===== config.mk =====
export PLATFORM = sky130hd
export DESIGN_NAME = mux_stream_arb
export DESIGN_NICKNAME = d
export VERILOG_FILES = /design/src/rtl/mux_stream_arb.sv
export SDC_FILE = /design/constraint.sdc
export NUM_CORES = 1
export LEC_CHECK = 0
export BUFFER_PORTS_ARGS = -buffer_cell sky130_fd_sc_hd__buf_4
export CAP_MARGIN = 20
export CELL_PAD_IN_SITES_DETAIL_PLACEMENT = 0
export CELL_PAD_IN_SITES_GLOBAL_PLACEMENT = 2
export CORE_UTILIZATION = 21
export CTS_BUF_LIST = sky130_fd_sc_hd__clkbuf_16
export CTS_CLUSTER_SIZE = 16
export DETAILED_ROUTE_END_ITERATION = 10
export PLACE_DENSITY = 0.79
export SYNTH_ARGS = -nofsm -noshare
export SYNTH_HDL_FRONTEND = slang
export SYNTH_SLANG_ARGS = --single-unit

===== constraint.sdc =====
create_clock -name clk -period 6.5 [get_ports clk]
set_input_delay 1.3 -clock clk [delete_from_list [all_inputs] [get_ports clk]]
set_output_delay 1.3 -clock clk [all_outputs]
set_load 0.01 [all_outputs]

===== src/rtl/mux_stream_arb.sv =====
// Registered N-channel stream multiplexer with valid/ready on every port.
// Fixed-select or round-robin grant feeds a single output register.
module mux_stream_arb #(
    parameter int unsigned NUM_CH = 8,
    parameter int unsigned DATA_W = 32,
    parameter int unsigned SEL_W  = 3
) (
    input  logic                     clk,
    input  logic                     rst_n,
    input  logic                     rr_mode,
    input  logic [SEL_W-1:0]         select_lines,
    input  logic [NUM_CH*DATA_W-1:0] in_data,
    input  logic [NUM_CH-1:0]        in_valid,
    output logic [NUM_CH-1:0]        in_ready,
    output logic [DATA_W-1:0]        out_data,
    output logic [SEL_W-1:0]         out_ch,
    output logic                     out_valid,
    input  logic                     out_ready
);

    localparam int unsigned DBL_W = 2 * NUM_CH;

    logic              run_q;
    logic [SEL_W-1:0]  ptr_q, ptr_d;
    logic [DATA_W-1:0] out_data_q, out_data_d;
    logic [SEL_W-1:0]  out_ch_q, out_ch_d;
    logic              out_valid_q, out_valid_d;

    logic              load_en;
    logic [DBL_W-1:0]  rr_dbl;
    logic [NUM_CH-1:0] rr_rot;
    logic              rr_ok;
    int unsigned       rr_off;
    int unsigned       rr_idx;
    logic [SEL_W-1:0]  rr_gnt;
    logic              fix_ok;
    logic [SEL_W-1:0]  grant;
    logic              gnt_ok;
    logic              xfer;
    logic [DATA_W-1:0] gnt_data;

    assign load_en = !out_valid_q || out_ready;

    // Rotate valids so bit 0 is the channel right after the last one served.
    assign rr_dbl = {in_valid, in_valid} >> (32'(ptr_q) + 32'd1);
    assign rr_rot = rr_dbl[NUM_CH-1:0];

    always_comb begin
        rr_ok  = 1'b0;
        rr_off = 0;
        for (int unsigned j = 0; j < NUM_CH; j++) begin
            if (!rr_ok && rr_rot[j]) begin
                rr_ok  = 1'b1;
                rr_off = j;
            end
        end
        rr_idx = 32'(ptr_q) + 32'd1 + rr_off;
        if (rr_idx >= NUM_CH) begin
            rr_idx = rr_idx - NUM_CH;
        end
        rr_gnt = SEL_W'(rr_idx);
    end

    // Out-of-range selects match no channel and therefore never grant.
    always_comb begin
        fix_ok = 1'b0;
        for (int unsigned i = 0; i < NUM_CH; i++) begin
            if (select_lines == SEL_W'(i)) begin
                fix_ok = in_valid[i];
            end
        end
    end

    assign grant  = rr_mode ? rr_gnt : select_lines;
    assign gnt_ok = rr_mode ? rr_ok : fix_ok;
    // run_q holds off grants until the first edge after reset release.
    assign xfer   = run_q && load_en && gnt_ok;

    always_comb begin
        in_ready = '0;
        gnt_data = '0;
        for (int unsigned i = 0; i < NUM_CH; i++) begin
            if (grant == SEL_W'(i)) begin
                in_ready[i] = xfer;
                gnt_data    = in_data[i*DATA_W +: DATA_W];
            end
        end
    end

    always_comb begin
        out_data_d  = out_data_q;
        out_ch_d    = out_ch_q;
        out_valid_d = out_valid_q;
        ptr_d       = ptr_q;
        if (xfer) begin
            out_data_d  = gnt_data;
            out_ch_d    = grant;
            out_valid_d = 1'b1;
            ptr_d       = grant;
        end else if (load_en) begin
            out_valid_d = 1'b0;
        end
    end

    always_ff @(posedge clk or negedge rst_n) begin
        if (!rst_n) begin
            run_q       <= 1'b0;
            ptr_q       <= SEL_W'(NUM_CH - 1);
            out_data_q  <= '0;
            out_ch_q    <= '0;
            out_valid_q <= 1'b0;
        end else begin
            run_q       <= 1'b1;
            ptr_q       <= ptr_d;
            out_data_q  <= out_data_d;
            out_ch_q    <= out_ch_d;
            out_valid_q <= out_valid_d;
        end
    end

    assign out_data  = out_data_q;
    assign out_ch    = out_ch_q;
    assign out_valid = out_valid_q;

endmodule


==> flow_summary.yaml <==
run_status:
  outcome: "finished, final reports clean"
floorplanning:
  dieArea_sq_um: 20720
  fp.dieH_microns: 143.9
  ios: 315
  core_area_sq_um: 19590
  rows: 51
  initial_core_util_pct: 21.59
  die_x_microns: 143.9
grt:
  grt_pass1_vias: 5685
  grt_util_met3_pct: 5.032
  grt_pass1_wl_mm: 32.60
  grt_max_degree: 41
  grt.busiest_layer: "met2"
  grtUsageMet2_pct: 37.55
  overflow: 0
  track_usage_pct: 21.07
  antenna_found_initial: 0
  met1_usage_pct: 24.90
timing:
  setup_viol: 0
  hold_violations: 0
  whs_ns: 0.4847
  worst_pin_slew_ns: 0.8839
  slew-limit-headroom_pct: 40.98
  setup-tns-final_ns: 0
  grt_setup_unrepaired: "false"
  skew_ns: 0.006935
  min_period_ns: 5.969
  clock.fmax_ghz: 0.1675
  slew_viol_final: 0
  min_period_over_period_pct: 91.82
synth:
  synth_nets: 761
  synth_edf_count: 0
  synth_commonest_cells: "64 x a22oi_1, 63 x o21ai_0, 58 x nand2_1"
  post-synth-top-count-cell: "a22oi_1"
  yosysWarnings: 0
  yosys.area.top_type: "dfrtp_1"
  yosys_most_used_dff: "dfrtp_1"
  ys_top_cells_by_area: "dfrtp_1 22%, a22oi_1 11%, o21ai_0 7.5%, o221ai_2 6.7%, a222oi_1 6.4%"
  netlist.area_leader.share_pct: 21.89
  synthDistinctLibCells: 58
  synth_area_per_cell_sq_um: 8.669
  synthesis.area_sq_um: 4230
  async_flop_share_pct: 100.0
  netlist_instances: 488
  ys_ff_latch: 40
  ys_seq_area_share_pct: 23.75
final_layout:
  seq_area_sq_um: 1005
  antenna_cells: 0
  area_growth_pct: 64.98
  utilization_pct: 35.63
  layout-drive-gt1-share_pct: 50.90
  fillerInstances: 2084
  multi_input_area_sq_um: 2937
  num-nets-final: 1052
  final_cells: 1045
  design_area_sq_um: 6979
worst_setup_path:
  critPathLaunchType: "primary input"
  rrSetupSlack_ns: 1.37
  worstPathArrival_ns: 4.67
  endpoint_kind: "output pin"
  crit_type: "primary input to output pin"
  worst-endpoint-required_ns: 5.20
  path_max_fanout: 9
clock_network:
  cts_resized: 0
  cts_buffer_depth: 2
  cts_sinks: 40
  postCtsSetupBuffers: 0
  worstSkewPairLatency_ns: 0.29
  clk_pin_slew_ns: 0.06
  cts_made_buffers: 5
  cts_tree: "built"
  htreeDepth: 2
  cts-root-buf: "clkbuf_16"
  hold_buffers: 0
place:
  place_area_sq_um: 6825
  place_inst: 1036
  dp_hpwl_mm: 17.74
  gp_congestion: 0.8966
  numPortBuffers: 314
power_and_ir_drop:
  p_int_mw: 1.565
  leakagePower_nw: 3.105
  swShare_pct: 50.34
  p_clk_share_pct: 7.9
  p_per_area_nw_per_um2: 451.5
  pwr-share-comb_pct: 77.1
  seq_power_share_pct: 14.9
  p_switching_mw: 1.586
  peakVddDrop_mv: 0.1751
routing:
  vias: 5509
  dr.first_iter.drc_count: 311
  drc_errors: 0
  wl_per_cell_microns: 21.83
  avgViaCountPerCell: 5.272
  dr.pass1.iters: 8
  ant_nets: 0
  wirelength_mm: 22.81
run:
  cap_violations: 0
hold_path:
  min_path_type: "flip-flop to flip-flop"
-- state kept, by name (all words and copies together), names as in the netlist --
signal	cells
run_q	1
out_data	32
out_valid	1
ptr_q	3
out_ch	3
-- power by group through the flow --
stage,clock network [mW],logic (mW),registers [mW]
after floorplan,0,1.59,0.463
after global placement,0,2.39,0.471
after detailed placement,0,2.43,0.478
after CTS,0.260,2.43,0.474
after global routing,0.265,2.63,0.488
final,0.250,2.43,0.471
-- cells by family after synthesis --
kind of cell / after synthesis / synth area share [%]
buf+inv: 64 / 7.690
fa+ha+maj: 2 / 0.7690
mux: 27 / 9.405
other cells: 1 / 0.08865
flops: 40 / 23.75
compound gates: 218 / 42.15
xor+xnor: 2 / 0.4142
simple gates: 134 / 15.74
-- worst paths after layout --
kind | startpoint | to | cells past startpoint
worst max-delay path | in_valid[4] | in_ready[0] | 14
worst min-delay path | out_ch[0]$_DFFE_PN0P_ | out_ch[0]$_DFFE_PN0P_ | 2
worst max register to register | ptr_q[1]$_DFFE_PN1P_ | out_data[25]$_DFFE_PN0P_ | 15
worst min register to register | out_ch[0]$_DFFE_PN0P_ | out_ch[0]$_DFFE_PN0P_ | 2
max in group asynchronous | rst_n | run_q$_DFF_PN0_ | 1
min in group asynchronous | rst_n | out_data[9]$_DFFE_PN0P_ | 1
-- final cells by class --
type                    instances  area share (%)
clock buffers                   5           1.793
clock inverters                 3          0.1972
inverters                      14          0.7530
multi-input cells             384           42.08
flip-flops and latches         40           14.40
well taps                     265           4.751
repair buffers                334           36.03
-- layout by cell type (no fill, tap or decap), types with 8 or more instances in the layout --
cell      instances
a22oi_1          64
dfrtp_1          37
mux2i_1          15
o221ai_2         19
nor2_1            9
inv_1            13
a222oi_1         27
buf_4           333
nand2_1          58
mux4_2            8
o221ai_1          8
and3_1           28
nand3_1           8
o21ai_0          63
-- worst max-delay path, cell delays in order --
cell and delay [ns]:
buf_4 0.12, mux2i_1 0.35, o311ai_1 0.24, o32a_1 0.39, nor2_1 0.11, a32oi_1 0.11, ha_1 0.22, fa_1 0.40
xor2_1 0.17, and4_4 0.24, or2_1 0.37, o21a_1 0.25, nor3_1 0.23, buf_4 0.17
-- layer usage --
metal / part of all wire (%) / wire length (microns)
met1: 39 / 9005
met5: 0 / 0
met3: 8.2 / 1878
met2: 51 / 11540
met4: 1.7 / 382
-- metrics by stage --
step / total power [mW] / setup slack (ns)
2_1_floorplan: 2.053 / 0.8836
3_3_place_gp: 2.865 / 0.6485
3_5_place_dp: 2.904 / 0.5719
4_1_cts: 3.164 / 0.5607
5_1_grt: 3.379 / 0.3279
6_report: 3.151 / 0.5315
No activity file was read; power rests on OpenSTA's default activity.
